**src/rtl/uart_rx_packet_if.sv**
```systemverilog
// Receive-side bundle for uart_rx_packet: serial input plus the assembled-packet outputs.
// master = the receiver, which drives the packet outputs; slave = the consumer or test driver.
interface uart_rx_packet_if #(
  parameter int W_OUT = 16
) ();
  logic             rx;
  logic             m_valid;
  logic [W_OUT-1:0] m_data;
  logic             frame_err;

  modport master (input rx, output m_valid, output m_data, output frame_err);
  modport slave  (output rx, input m_valid, input m_data, input frame_err);
endinterface

```
**src/rtl/uart_rx_packet.sv**
```systemverilog
// UART receiver that assembles W_OUT/BITS_PER_WORD 8N1 words into one packet; word 0 lands in the LSBs.
// Define UART_PARITY_EN to expect one even-parity bit after the data bits of every word.
module uart_rx_packet #(
  parameter int CLOCKS_PER_PULSE = 16,
  parameter int W_OUT            = 16,
  parameter int BITS_PER_WORD    = 8
) (
  input  logic             clk,
  input  logic             rstn,
  uart_rx_packet_if.master bus
);
  /* state     | meaning
     S_IDLE    | line idle, waiting for a falling edge
     S_START   | timing to mid start bit to reject glitches
     S_DATA    | sampling data bits mid-bit, LSB first
     S_PARITY  | sampling even-parity bit (UART_PARITY_EN only)
     S_STOP    | sampling stop bit; store word or flag framing error
     S_RECOVER | after a bad stop bit, waiting for the line to return high */

  localparam int NUM_WORDS = W_OUT / BITS_PER_WORD;
  localparam int CNT_W     = $clog2(CLOCKS_PER_PULSE);
  localparam int BIT_W     = (BITS_PER_WORD > 1) ? $clog2(BITS_PER_WORD) : 1;
  localparam int IDX_W     = (NUM_WORDS > 1) ? $clog2(NUM_WORDS) : 1;

  localparam logic [CNT_W-1:0] CNT_HALF = CNT_W'(CLOCKS_PER_PULSE / 2 - 1);
  localparam logic [CNT_W-1:0] CNT_FULL = CNT_W'(CLOCKS_PER_PULSE - 1);
  localparam logic [BIT_W-1:0] BIT_LAST = BIT_W'(BITS_PER_WORD - 1);
  localparam logic [IDX_W-1:0] IDX_LAST = IDX_W'(NUM_WORDS - 1);

  typedef enum logic [2:0] {
    S_IDLE, S_START, S_DATA, S_PARITY, S_STOP, S_RECOVER
  } state_t;

  state_t                   state_q, state_d;
  logic                     rx_meta_q, rx_meta_d;
  logic                     rx_s_q, rx_s_d;
  logic [CNT_W-1:0]         clk_cnt_q, clk_cnt_d;
  logic [BIT_W-1:0]         bit_cnt_q, bit_cnt_d;
  logic [BITS_PER_WORD-1:0] shift_q, shift_d;
  logic [IDX_W-1:0]         word_idx_q, word_idx_d;
  logic [W_OUT-1:0]         pkt_q, pkt_d;
  logic [W_OUT-1:0]         m_data_q, m_data_d;
  logic                     m_valid_q, m_valid_d;
  logic                     frame_err_q, frame_err_d;
  logic                     stop_ok;
`ifdef UART_PARITY_EN
  logic                     par_err_q, par_err_d;
`endif

  always_ff @(posedge clk) begin
    if (!rstn) begin
      state_q     <= S_IDLE;
      rx_meta_q   <= 1'b1;
      rx_s_q      <= 1'b1;
      clk_cnt_q   <= '0;
      bit_cnt_q   <= '0;
      shift_q     <= '0;
      word_idx_q  <= '0;
      pkt_q       <= '0;
      m_data_q    <= '0;
      m_valid_q   <= 1'b0;
      frame_err_q <= 1'b0;
`ifdef UART_PARITY_EN
      par_err_q   <= 1'b0;
`endif
    end else begin
      state_q     <= state_d;
      rx_meta_q   <= rx_meta_d;
      rx_s_q      <= rx_s_d;
      clk_cnt_q   <= clk_cnt_d;
      bit_cnt_q   <= bit_cnt_d;
      shift_q     <= shift_d;
      word_idx_q  <= word_idx_d;
      pkt_q       <= pkt_d;
      m_data_q    <= m_data_d;
      m_valid_q   <= m_valid_d;
      frame_err_q <= frame_err_d;
`ifdef UART_PARITY_EN
      par_err_q   <= par_err_d;
`endif
    end
  end

  always_comb begin
    rx_meta_d   = bus.rx;
    rx_s_d      = rx_meta_q;
    state_d     = state_q;
    clk_cnt_d   = clk_cnt_q + CNT_W'(1);
    bit_cnt_d   = bit_cnt_q;
    shift_d     = shift_q;
    word_idx_d  = word_idx_q;
    pkt_d       = pkt_q;
    m_data_d    = m_data_q;
    m_valid_d   = 1'b0;
    frame_err_d = 1'b0;
`ifdef UART_PARITY_EN
    par_err_d   = par_err_q;
    stop_ok     = rx_s_q & ~par_err_q;
`else
    stop_ok     = rx_s_q;
`endif

    case (state_q)
      S_IDLE: begin
        clk_cnt_d = '0;
        if (!rx_s_q) state_d = S_START;
      end
      S_START: begin
        if (clk_cnt_q == CNT_HALF) begin
          clk_cnt_d = '0;
          bit_cnt_d = '0;
          state_d   = rx_s_q ? S_IDLE : S_DATA;
        end
      end
      S_DATA: begin
        if (clk_cnt_q == CNT_FULL) begin
          clk_cnt_d = '0;
          shift_d   = {rx_s_q, shift_q[BITS_PER_WORD-1:1]};
          bit_cnt_d = bit_cnt_q + BIT_W'(1);
          if (bit_cnt_q == BIT_LAST) begin
`ifdef UART_PARITY_EN
            state_d = S_PARITY;
`else
            state_d = S_STOP;
`endif
          end
        end
      end
`ifdef UART_PARITY_EN
      S_PARITY: begin
        if (clk_cnt_q == CNT_FULL) begin
          clk_cnt_d = '0;
          par_err_d = rx_s_q ^ (^shift_q);
          state_d   = S_STOP;
        end
      end
`endif
      S_STOP: begin
        if (clk_cnt_q == CNT_FULL) begin
          clk_cnt_d = '0;
          if (stop_ok) begin
            pkt_d[int'(word_idx_q)*BITS_PER_WORD +: BITS_PER_WORD] = shift_q;
            if (word_idx_q == IDX_LAST) begin
              m_data_d   = pkt_d;
              m_valid_d  = 1'b1;
              word_idx_d = '0;
            end else begin
              word_idx_d = word_idx_q + IDX_W'(1);
            end
            state_d = S_IDLE;
          end else begin
            // A low line after a bad frame is a break, not a new start bit.
            frame_err_d = 1'b1;
            word_idx_d  = '0;
            state_d     = rx_s_q ? S_IDLE : S_RECOVER;
          end
        end
      end
      S_RECOVER: begin
        clk_cnt_d = '0;
        if (rx_s_q) state_d = S_IDLE;
      end
      default: begin
        clk_cnt_d = '0;
        state_d   = S_IDLE;
      end
    endcase
  end

  assign bus.m_valid   = m_valid_q;
  assign bus.m_data    = m_data_q;
  assign bus.frame_err = frame_err_q;
endmodule

```
**src/flat_wrapper.sv**
```systemverilog
// flat-port wrapper written by rule: the top's interface ports become plain ports
module uart_rx_packet_flat 
#(
  parameter int CLOCKS_PER_PULSE = 16,
  parameter int W_OUT            = 16,
  parameter int BITS_PER_WORD    = 8
)
  (clk, rstn, bus_rx, bus_m_valid, bus_m_data, bus_frame_err);
  uart_rx_packet_if #(.W_OUT(W_OUT)) bus_i ();
  input  logic clk;
  input  logic rstn;
  input wire logic [$bits(bus_i.rx)-1:0] bus_rx;
  output wire logic [$bits(bus_i.m_valid)-1:0] bus_m_valid;
  output wire logic [$bits(bus_i.m_data)-1:0] bus_m_data;
  output wire logic [$bits(bus_i.frame_err)-1:0] bus_frame_err;
  assign bus_i.rx = bus_rx;
  assign bus_m_valid = bus_i.m_valid;
  assign bus_m_data = bus_i.m_data;
  assign bus_frame_err = bus_i.frame_err;
  uart_rx_packet #(.CLOCKS_PER_PULSE(CLOCKS_PER_PULSE), .W_OUT(W_OUT), .BITS_PER_WORD(BITS_PER_WORD)) u_core (.clk(clk), .rstn(rstn), .bus(bus_i));
endmodule
```
**config.mk**
```make
export PLATFORM = sky130hd
export DESIGN_NAME = uart_rx_packet_flat
export DESIGN_NICKNAME = d
export VERILOG_FILES = /design/src/rtl/uart_rx_packet_if.sv /design/src/rtl/uart_rx_packet.sv /design/src/flat_wrapper.sv
export SDC_FILE = /design/constraint.sdc
export NUM_CORES = 1
export LEC_CHECK = 0
export ABC_CLOCK_PERIOD_IN_PS = 1420
export CORE_MARGIN = 3
export CORE_UTILIZATION = 49
export DETAILED_ROUTE_END_ITERATION = 10
export GPL_TIMING_DRIVEN = 1
export PLACE_DENSITY = 0.77
export SLEW_MARGIN = 20
export SYNTH_ARGS = -nofsm -noshare
export SYNTH_HDL_FRONTEND = slang
export SYNTH_SLANG_ARGS = --single-unit
```
**constraint.sdc**
```tcl
create_clock -name clk -period 1.42 [get_ports clk]
set_clock_uncertainty 0.1 [all_clocks]
set_input_delay 0.284 -clock clk [delete_from_list [all_inputs] [get_ports clk]]
set_output_delay 0.284 -clock clk [all_outputs]
set_load 0.01 [all_outputs]
```
Word-level counts from Yosys, hierarchy flattened
Index checks and enable logic that the tools add are counted.
Word-level totals
  bits in registers: 55
  latch bits: 0
  RAM bits: 0
  bits in read-only memories: 0
  logic and storage cells: 61
  memories: 0
Cells by class
  add/sub/neg operators: 4
  $mul: 0
  divide/modulo/power cells: 0
  magnitude comparators: 0
  equal/unequal tests: 13
  shifts and indexed selects: 2
  mux-type cells: 20
  bitwise operators: 0
  reduce and logical (&&, ||, !) cells: 11
Operator list (count)
  $neg A4 Y33: 1
  $shift A8 B33 Y16 const A: 1
  $shiftx A8 B33 Y16: 1
  $mux W3: 9
  $bwmux W16: 1
  $pmux W3 S5: 1
  $ne A2 B1 Y1 const B: 5
  $eq A3 B3 Y1 const B: 3
  $reduce_and A3 Y1: 3
  $mux W4: 2
  $pmux W4 S2: 1
  $reduce_and A4 Y1: 2
  $pmux W3 S2: 1
  $reduce_and A6 Y1: 1
  $add A4 B1 Y4 const B: 1
  $eq A4 B3 Y1 const B: 1
  $eq A4 B4 Y1 const B: 1
  $mux W1: 4
  $reduce_and A2 Y1: 2
  $add A3 B1 Y3 const B: 1
  $eq A3 B1 Y1 const B: 1
  $eq A3 B2 Y1 const B: 1
  $logic_not A3 Y1: 1
  $mux W2: 1
  other kinds (4): 4

Longest topological paths before layout
Gate-level depths: netlist of the first run.
  depth in word-level cells: 4
  gate-level depth with buffers: 7
  depth with buffers taken out: 6

Worst setup path before layout of the first run
OpenSTA, ideal clock, no wires.
  kind: flip-flop to flip-flop
  start: register u_core.clk_cnt_q[0]
  end: register u_core.bit_cnt_q[0]
  arrival time: 1341 ps
  setup slack: -136 ps
  cell stages (with the launch flop): 7
  cells stage by stage: dfxtp_1 -> ha_1 -> and3_1 -> and3_1 -> buf_4 -> nor2b_1 -> o21a_1
On the way
  word-level cells in the longest chain between the ends: 3
  elaborated cells on any way between the ends: 5
  classes of those cells: eq/ne: 4; reduce/logical: 1
Ends and longest elaborated chain
  start: declaration: RTL line uart_rx_packet.sv:37  | logic [CNT_W-1:0] clk_cnt_q, clk_cnt_d;
  start signal: assignment: RTL line uart_rx_packet.sv:70  | clk_cnt_q <= clk_cnt_d;
  $eq A4 B4 Y1 or $eq A4 B3 Y1 (tied branches): RTL line uart_rx_packet.sv:116, uart_rx_packet.sv:109
  $ne A2 B1 Y1 (no line)
  $reduce_and A3 Y1 (no line) (*)
  end signal: assignment: RTL line uart_rx_packet.sv:71  | bit_cnt_q <= bit_cnt_d;
  end: declaration: RTL line uart_rx_packet.sv:38  | logic [BIT_W-1:0] bit_cnt_q, bit_cnt_d;
Mark *: on every way between the ends. The rest lies on a longest branch, timed or not.
A chain may end at the register's enable or synchronous reset.

Worst setup path in the final report of the first run
  start: register u_core.state_q[0]
  end: register u_core.bit_cnt_q[0]
On the way
  word-level cells in the longest chain between the ends: 3
  elaborated cells on any way between the ends: 7
  classes of those cells: eq/ne: 4; mux: 1; reduce/logical: 2
Ends and longest elaborated chain
  start: declaration: RTL line uart_rx_packet.sv:34  | state_t state_q, state_d;
  start signal: assignment: RTL line uart_rx_packet.sv:67  | state_q <= state_d;
  $eq A3 B2 Y1 or $eq A3 B1 Y1 (tied branches): RTL line uart_rx_packet.sv:103  | case (state_q)
  $ne A2 B1 Y1 (no line) or $reduce_bool A2 Y1 (tied branches)
  $reduce_and A3 Y1 (no line)
Parallel ways exist; a longest one is shown, timed or not.

==> results of run 1 <==
[state kept, by name, indices dropped and copies added, names as in the netlist]
signal,cells
u_core.bus.m_valid,1
u_core.rx_s_q,1
u_core.word_idx_q,1
u_core.bus.frame_err,1
u_core.state_q,3
u_core.bit_cnt_q,3
u_core.bus.m_data,16
u_core.clk_cnt_q,4
u_core.rx_meta_q,1
u_core.shift_q,8
u_core.pkt_q,8
[layout by cell type, fill, tap and decap left out, types with 6 or more instances in the layout]
cell type      netlist  layout
buf_4                2      24
nand2_2              1      13
nor2b_1             19      18
mux2i_1             19      18
clkbuf_8             0       6
dfxtp_1             47      40
dlygate4sd2_1        0      18
buf_6                2       7
a21boi_1            11      18
nand2_1             39      27
[synthesized netlist by cell type (2+ instances only)]
master,n
a21boi_0,8
a21boi_1,11
and3_1,2
buf_2,5
buf_4,2
buf_6,2
clkbuf_1,6
dfxtp_1,47
ha_1,3
inv_1,2
mux2i_1,19
nand2_1,39
nand2b_1,4
nand4_1,3
nand4b_1,2
nor2_1,6
nor2b_1,19
nor3b_1,2
o21ai_0,4
[cells by family after synthesis]
family | after synthesis | synth area share, %
simple gates | 88 | 23.6
flops | 47 | 47.6
mux | 19 | 9.61
xor+xnor | 2 | 0.886
buf+inv | 17 | 4.68
compound gates | 30 | 11.8
fa+ha+maj | 3 | 1.90
[worst max path at each step]
stage	end	slack [ns]	depth (start not counted)
final	u_core.bit_cnt_q[0]	-0.12	4
after global routing	u_core.pkt_q[7]	-0.18	6
after CTS	u_core.shift_q[2]	-0.10	5
after detailed placement	u_core.state_q[1]	-0.16	3
after global placement	u_core.state_q[1]	-0.13	3
after floorplan	u_core.bit_cnt_q[0]	-0.01	4
[power breakdown]
part | switching [mW] | internal (mW) | total (mW)
Combinational | 0.163 | 0.206 | 0.369
Clock | 0.450 | 0.398 | 0.849
Sequential | 0.0250 | 1.34 | 1.37
Total | 0.638 | 1.95 | 2.58
[per-stage QoR]
stage,std cells,instance area [µm²],util (%)
5_1_grt,300,2660,70.6
4_1_cts,298,2580,68.4
6_report,300,2660,70.6
2_1_floorplan,206,2040,-
3_5_place_dp,288,2440,64.7
3_3_place_gp,288,2440,64.7
[what timing repair did]
action | 4_1_cts | 5_1_grt
buffers inserted | 2 | 1
gates resized for setup | 34 | 31
pin swaps | 9 | 28
gates cloned | 0 | 1
setup endpoints to repair | 59 | 43
[area by class of cell]
type | count | area (µm²) | share of cell area, %
sequential | 47 | 955 | 35.9
multi-input combinational | 143 | 1090 | 40.8
tap | 48 | 60.1 | 2.26
clock buffer | 6 | 82.6 | 3.10
timing repair buffer | 52 | 457 | 17.2
clock inverter | 2 | 13.8 | 0.517
inverter | 2 | 7.51 | 0.282
[per-layer routing]
metal / track usage, % / routed length (µm) / vias to the layer above
met2: 24.7 / 1760 / 26
met1: 22.2 / 1900 / 713
met5: 0 / 0 / -
li1: - / - / 788
met3: 3.48 / 132 / 6
met4: 5.21 / 52 / 0
==> out/results.tsv, run 1 <==
stage	metric	value	unit
layout	fin_nets	257	
detailed_routing	ant_nets	0	
layout	fillers	284	
setup_path	required	1.51	ns
setup_path	worst-setup-path-type	flip-flop to flip-flop	
cts	cts.sinks	47	
worst_hold_path	holdPathStages	1	
sta	timing.final.ws_setup	-0.119	ns
synth	synth_flop_cell	dfxtp_1	
synth	netlist_instances	206	
outcome	status	complete, but fails checks	
cts	postCtsHoldBufs	0	
place	routabilityCongestion	0.769	
global_routing	grt_antenna_before_repair	0	
power_and_ir_drop	power	2.58	mW
global_routing	grt_pass1_wl	6.42	mm
outcome	violations	setup timing	
synth	yosysTopAreaCell	dfxtp_1	
setup_path	crit_fanout	5	
global_routing	grt_max_degree	26	
cts	htreeDepth	2	
sta	fmax	0.650	GHz
floorplan	fp.dieW	69.5	µm
setup_path	critPathSlowestCell	or3b_4	
layout	layout-drive-gt1-share	31.3	%
place	place_hpwl	2.57	mm
setup_path	reg2reg_depth	4	
sta	setup_tns	-2.39	ns
floorplan	rows	22	
sta	tightest_slew	0.375	ns
cts	clk_pin_slew	0.08	ns
power_and_ir_drop	ir_drop	0.703	mV
synth	synthArstFlopShare	0	%
place	io_buffer_count	20	
synth	synth.area.top_cells	dfxtp_1 48%, mux2i_1 9.6%, nand2_1 7.4%	
setup_path	cp_data_arrival_time	1.63	ns
setup_path	start_kind	flip-flop	
synth	avgSynthCellArea	9.60	µm²
detailed_routing	viasPerCell	5.11	
floorplan	start_util	52.5	%
setup_path	startpoint	u_core.state_q[0]	
setup_path	reg2reg_from	u_core.state_q[0]	
detailed_routing	drc	0	
global_routing	gr-total-overflow	0	
power_and_ir_drop	power_density	971	nW/µm²
synth	yosysTopAreaCellShare	47.6	%
power_and_ir_drop	p_leak	1.08	nW
cts	cts_tree	built	
setup_path	critPathTopFamily	simple AND/OR/NAND/NOR gates	
floorplan	core	3770	µm²
place	dpl_worst_slack	-0.164	ns
cts	clockBufferDepth	2	
detailed_routing	first_pass_iters	4	
cts	root_buffer	clkbuf_8	
floorplan	die_h	69.5	µm
worst_hold_path	hp-start	u_core.rx_meta_q	
synth	synth_edf_count	0	
detailed_routing	vias	1533	
sta	hold_viol	0	
setup_path	path_cells	or3b_4, a211oi_4, nor2b_1, o21a_1	
sta	slew_headroom	74.7	%
setup_path	cp_slowest_stage_delay	0.39	ns
setup_path	r2r-end	u_core.bit_cnt_q[0]	
global_routing	grt_usage	16.0	%
setup_path	critPathBufInv	0	
setup_path	r2r_slack	-0.12	ns
detailed_routing	wl_per_cell	12.8	µm
worst_hold_path	min_to	u_core.rx_s_q	
sta	finalCritPeriodShare	108	%
floorplan	die-area	4840	µm²
detailed_routing	routed_wl	3.84	mm
synth	synth_cell_types	39	
synth	netlist_area	1980	µm²
sta	setup_viol	35	
synth	yosysWarningCount	0	
sta	slew_violations	0	
layout	antenna_cells	0	
job	cap_violations	0	
synth	synth-seq-area-share	47.6	%
setup_path	worst_setup_path_end_kind	flip-flop	
sta	whs	0.321	ns
layout	syn_to_final_growth	34.5	%
global_routing	grt_pass1_vias	1395	
sta	period_needed	1.54	ns
detailed_routing	drtIter0Drc	56	
floorplan	top_level_ports	21	
synth	syn_nets	212	
synth	ys_seq_elements	47	
worst_hold_path	hold_class	flip-flop to flip-flop	
cts	numCtsBuffers	5	
cts	insertion_delay	0.30	ns
sta	rsz0062_at_grt	yes	
(Power assumes the default switching activity.)
==> run 2: changes to the inputs <==
--- a/config.mk
+++ b/config.mk
@@ -5,12 +5,13 @@
 export SDC_FILE = /design/constraint.sdc
 export NUM_CORES = 1
 export LEC_CHECK = 0
-export ABC_CLOCK_PERIOD_IN_PS = 1420
+export ABC_CLOCK_PERIOD_IN_PS = 1800
 export CORE_MARGIN = 3
-export CORE_UTILIZATION = 49
+export CORE_UTILIZATION = 58
 export DETAILED_ROUTE_END_ITERATION = 10
 export GPL_TIMING_DRIVEN = 1
-export PLACE_DENSITY = 0.77
+export HOLD_SLACK_MARGIN = 0.08
+export PLACE_DENSITY = 0.85
 export SLEW_MARGIN = 20
 export SYNTH_ARGS = -nofsm -noshare
 export SYNTH_HDL_FRONTEND = slang
==> constraint.sdc (replaced) <==
create_clock -name clk -period 1.8 [get_ports clk]
set_clock_uncertainty 0.1 [all_clocks]
set_input_delay 0.36 -clock clk [delete_from_list [all_inputs] [get_ports clk]]
set_output_delay 0.36 -clock clk [all_outputs]
set_load 0.01 [all_outputs]
==> run 2 against run 1 <==
Highest routed layer unchanged; register-to-register slack better by 0.23 ns; largest power group unchanged; design area is 13% lower; sequential power is 21% lower; setup slack better by 0.19 ns; non-clock buffer count is 23 lower; hold slack better by 0.021 ns; the run now ends clean; combinational power is 46% lower.
==> out/results.tsv, run 2 (same netlist as run 1, synthesis figures left out) <==
stage	metric	value	unit
sta	finalCritPeriodShare	96.0	%
setup_path	critPathBufInv	1	
cts	numCtsBuffers	5	
sta	whs	0.342	ns
sta	timing.final.ws_setup	0.0720	ns
cts	clk_pin_slew	0.14	ns
cts	cts.sinks	47	
floorplan	fp.dieW	64.4	µm
global_routing	gr-total-overflow	0	
layout	layout_common_cells	44 x dfxtp_1, 39 x nand2_1, 19 x mux2i_1, 19 x nor2b_1, 18 x clkdlybuf4s50_1	
sta	rsz0062_at_grt	no	
detailed_routing	wl_per_cell	14.2	µm
cts	insertion_delay	0.37	ns
setup_path	crit_fanout	2	
power_and_ir_drop	p_leak	0.881	nW
global_routing	grt_antenna_before_repair	0	
detailed_routing	viasPerCell	5.35	
cts	cts_tree	built	
power_and_ir_drop	ir_drop	0.594	mV
cts	clockBufferDepth	2	
global_routing	grt_pass1_wl	6.64	mm
floorplan	core	3150	µm²
place	io_buffer_count	20	
cts	root_buffer	clkbuf_4	
setup_path	endpoint	bus_m_data[11]	
sta	setup_tns	0	ns
detailed_routing	vias	1454	
setup_path	r2r-end	u_core.shift_q[1]	
layout	mostFrequentLayoutCell	dfxtp_1	
layout	layout-drive-gt1-share	11.8	%
place	dpl_worst_slack	0.0507	ns
sta	setup_viol	0	
setup_path	reg2reg_from	u_core.clk_cnt_q[0]	
setup_path	cp_slowest_stage_delay	0.54	ns
layout	largest_reg_flops	16	
setup_path	critPathSlowestCell	clkdlybuf4s50_1	
cts	htreeDepth	2	
setup_path	start_kind	flip-flop	
layout	final_cells	272	
cts	postCtsHoldBufs	0	
power_and_ir_drop	power	1.82	mW
floorplan	die-area	4150	µm²
setup_path	cp_data_arrival_time	1.27	ns
setup_path	startpoint	u_core.bus.m_data[11]	
place	dpl.cell_count	264	
floorplan	die_h	64.4	µm
global_routing	grt_pass1_vias	1490	
setup_path	cp.depth	1	
place	routabilityCongestion	0.832	
setup_path	critPathTopFamily	buffers and inverters	
detailed_routing	drtIter0Drc	70	
setup_path	worst-setup-path-type	flip-flop to primary output	
global_routing	grt_max_degree	24	
floorplan	start_util	62.7	%
detailed_routing	drc	0	
setup_path	required	1.34	ns
outcome	status	finished, final reports clean	
floorplan	rows	20	
detailed_routing	ant_nets	0	
sta	fmax	0.579	GHz
sta	period_needed	1.73	ns
sta	hold_viol	0	
floorplan	top_level_ports	21	
setup_path	r2r_slack	0.11	ns
sta	slew_violations	0	
layout	fin_nets	233	
setup_path	path_cells	clkdlybuf4s50_1	
worst_hold_path	holdPathStages	1	
detailed_routing	routed_wl	3.87	mm
sta	slew_headroom	78.6	%
global_routing	grt_usage	20.8	%
setup_path	worst_setup_path_end_kind	primary output	
place	place_hpwl	2.77	mm
layout	syn_to_final_growth	16.7	%
detailed_routing	first_pass_iters	4	
layout	antenna_cells	0	
sta	tightest_slew	0.315	ns
job	cap_violations	0	
worst_hold_path	hold_class	flip-flop to flip-flop	
setup_path	reg2reg_depth	6	
power_and_ir_drop	power_density	788	nW/µm²
[run 2: changes by cell type in the layout (fill, tap and decap cells not counted), moves of 4 or more]
| cell | before | now |
|---|---|---|
| dlygate4sd2_1 | 18 | 0 |
| buf_4 | 24 | 8 |
| clkdlybuf4s50_1 | 2 | 18 |
| nand2_1 | 27 | 39 |
| nand2_2 | 13 | 1 |
| a21boi_0 | 0 | 8 |
| a21boi_1 | 18 | 11 |
| buf_6 | 7 | 0 |
| clkbuf_4 | 0 | 5 |
| clkbuf_8 | 6 | 1 |
| dfxtp_1 | 40 | 44 |
[run 2: through the flow]
step	area (µm²)	util (%)
CTS	2300	72.8
global placement	2230	70.7
detailed placement	2230	70.7
finish	2310	73.2
global route	2310	73.2
floorplan	1980	-
[run 2: routing by layer]
metal / vias to the layer above / track usage [%] / share of wire (%)
li1: 731 / - / -
met1: 688 / 25.1 / 47
met2: 24 / 34.5 / 48
met3: 11 / 4.22 / 3.2
met4: 0 / 11.3 / 2.5
met5: - / 0 / 0
[run 2: how the worst min path moves through the flow]
stage | startpoint | to
after detailed placement | u_core.rx_meta_q | u_core.rx_s_q
after floorplan | u_core.rx_meta_q | u_core.rx_s_q
after CTS | u_core.rx_meta_q | u_core.rx_s_q
final | u_core.rx_meta_q | u_core.rx_s_q
after global routing | u_core.rx_meta_q | u_core.rx_s_q
after global placement | u_core.rx_meta_q | u_core.rx_s_q
[run 2: what timing repair did]
action | in CTS | in global routing
endpoints found under the setup margin | 0 | 21
setup buffers | 0 | 0
resized for setup | 0 | 7
[run 2: layout make-up]
class                   count  area, µm²
multi-input cells         142        948
clock inverters             2       16.3
inverters                   2       7.51
flip-flops and latches     47        945
well taps                  44       55.1
clock buffers               6       51.3
repair buffers             29        285
fillers                   244        845
[run 2: where the power goes]
part / switching [mW] / internal (mW) / leakage (nW)
clock network: 0.344 / 0.193 / 0.0345
registers: 0.0279 / 1.06 / 0.380
logic: 0.0955 / 0.103 / 0.466
total: 0.467 / 1.35 / 0.881
==> run 3: changes to the inputs <==
--- a/config.mk
+++ b/config.mk
@@ -7,12 +7,11 @@
 export LEC_CHECK = 0
 export ABC_CLOCK_PERIOD_IN_PS = 1800
 export CORE_MARGIN = 3
-export CORE_UTILIZATION = 58
+export CORE_UTILIZATION = 55
 export DETAILED_ROUTE_END_ITERATION = 10
 export GPL_TIMING_DRIVEN = 1
 export HOLD_SLACK_MARGIN = 0.08
-export PLACE_DENSITY = 0.85
-export SLEW_MARGIN = 20
+export PLACE_DENSITY = 0.82
 export SYNTH_ARGS = -nofsm -noshare
 export SYNTH_HDL_FRONTEND = slang
 export SYNTH_SLANG_ARGS = --single-unit
==> run 3 against run 2 <==
Count of clock-buffer cells in the layout is the same; utilization shrank 4.3 points; hold slack lost 0.012 ns; combinational power is essentially flat; sequential power is essentially flat; global-route usage shrank 1.9 points; clock power grew 40%; via count shrank 1.3%; critical path type unchanged; largest power group unchanged; highest routed layer unchanged.
==> out/results.tsv, run 3 (same netlist as run 1, synthesis figures left out) <==
stage	metric	value	unit
layout	layout-drive-gt1-share	10.1	%
global_routing	grt_usage	18.9	%
sta	period_needed	1.71	ns
setup_path	start_kind	flip-flop	
detailed_routing	routed_wl	3.68	mm
setup_path	startpoint	u_core.bus.m_data[14]	
outcome	status	finished, final reports clean	
sta	rsz0062_at_grt	no	
layout	largest_reg_flops	16	
sta	slew_violations	0	
power_and_ir_drop	clock_power_share	36.9	%
sta	tightest_slew	0.391	ns
power_and_ir_drop	switching_share	21.5	%
cts	htreeDepth	2	
setup_path	crit_fanout	2	
sta	slew_headroom	73.5	%
cts	clk_pin_slew	0.13	ns
cts	root_buffer	clkbuf_4	
cts	insertion_delay	0.35	ns
sta	fmax	0.585	GHz
setup_path	critPathSlowestCell	clkdlybuf4s50_1	
power_and_ir_drop	switching_power	0.434	mW
global_routing	grt_pass1_vias	1402	
layout	layout_common_cells	46 x dfxtp_1, 39 x nand2_1, 20 x clkdlybuf4s50_1	
place	io_buffer_count	20	
detailed_routing	vias	1435	
worst_hold_path	hold_class	flip-flop to flip-flop	
setup_path	cp_slowest_stage_delay	0.54	ns
floorplan	core	3390	µm²
global_routing	grt_pass1_wl	6.44	mm
global_routing	grt_antenna_before_repair	0	
job	cap_violations	0	
setup_path	worst_setup_path_end_kind	primary output	
setup_path	worst-setup-path-type	flip-flop to primary output	
floorplan	fp.dieW	66.0	µm
sta	hold_viol	0	
setup_path	reg2reg_from	u_core.clk_cnt_q[0]	
setup_path	cp_data_arrival_time	1.25	ns
floorplan	die-area	4350	µm²
floorplan	top_level_ports	21	
sta	finalCritPeriodShare	95.0	%
cts	numCtsBuffers	5	
power_and_ir_drop	seqPwrFrac	53.1	%
power_and_ir_drop	p_leak	0.864	nW
floorplan	die_h	66.0	µm
power_and_ir_drop	ir_drop	0.470	mV
global_routing	grt_max_degree	38	
place	routabilityCongestion	0.780	
sta	setup_tns	0	ns
detailed_routing	first_pass_iters	4	
detailed_routing	drtIter0Drc	87	
setup_path	critPathTopFamily	buffers and inverters	
power_and_ir_drop	power_report.internal_total	1.59	mW
detailed_routing	drc	0	
cts	clockBufferDepth	2	
layout	syn_to_final_growth	18.0	%
cts	cts.sinks	47	
setup_path	r2r_slack	0.12	ns
place	dpl.cell_count	266	
cts	cts_tree	built	
layout	mostFrequentLayoutCell	dfxtp_1	
cts	post-cts-setup-buffers	0	
floorplan	start_util	58.4	%
power_and_ir_drop	power_density	867	nW/µm²
detailed_routing	ant_nets	0	
detailed_routing	wl_per_cell	13.4	µm
layout	fin_nets	233	
layout	antenna_cells	0	
global_routing	gr-total-overflow	0	
setup_path	critPathBufInv	1	
place	place_hpwl	2.64	mm
layout	final_cells	274	
worst_hold_path	hp-start	u_core.rx_meta_q	
sta	setup_viol	0	
power_and_ir_drop	power_frac_comb	9.9	%
detailed_routing	viasPerCell	5.24	
setup_path	path_cells	clkdlybuf4s50_1	
setup_path	required	1.34	ns
floorplan	rows	21	
## run 3: changes by cell type in the layout (fill, tap and decap cells not counted), moves of 2 or more
cell             delta
clkdlybuf4s50_1     +2
bufinv_16           +2
dfxtp_2             -2
dfxtp_1             +2
dlymetal6s2s_1      -2
## run 3: worst reg2reg max path: cells and delay by family, from the launching register on
kind / cells / cell delay [ns]
adder cells (fa/ha/maj): 1 / 0.24
flip-flops: 1 / 0.34
buffers and inverters: 1 / 0.18
AO/OA/AOI/OAI: 1 / 0.16
AND/OR/NAND/NOR: 3 / 0.56
## run 3: power groups by stage
stage	sequential (mW)	clock (mW)	combinational (mW)
after floorplan	1.09	0	0.158
after global placement	1.10	0	0.188
after detailed placement	1.10	0	0.203
after CTS	1.08	0.763	0.203
after global routing	1.08	0.784	0.217
final	1.08	0.748	0.201
## run 3: layer usage
layer / track usage, % / vias to the layer above / part of all wire, %
li1: - / 727 / -
met3: 4.42 / 3 / 2.9
met1: 24.9 / 680 / 48
met5: 0 / - / 0
met2: 30.7 / 25 / 49
met4: 6.09 / 0 / 0.46
## run 3: path summary, 6_finish.rpt
check                              to  cells after the start
setup / recovery       bus_m_data[14]                      1
hold / removal          u_core.rx_s_q                      1
setup reg to reg  u_core.bit_cnt_q[0]                      6
hold reg to reg         u_core.rx_s_q                      1
## run 3: area by class of cell
class	count	area, µm²
fill	260	1050
multi-input combinational	142	946
sequential	47	942
timing repair buffer	29	280
clock inverter	2	60.1
tap	46	57.6
clock buffer	6	41.3
inverter	2	7.51
## run 3: metrics by stage
step	setup slack, ns	instance area [µm²]	hold WS (ns)	utilization, %	power [mW]
2_1_floorplan	0.244	1980	0.286	-	1.24
3_3_place_gp	0.148	2230	0.301	65.8	1.28
3_5_place_dp	0.108	2230	0.302	65.8	1.30
4_1_cts	0.0574	2330	0.337	68.8	2.04
5_1_grt	0.00921	2330	0.354	68.9	2.08
6_report	0.0893	2330	0.330	68.9	2.03
## run 3: what timing repair did
action / 4_1_cts / 5_1_grt
endpoints found under the setup margin: 0 / 17
hold buffers: 0 / 0
resized for setup: 0 / 2
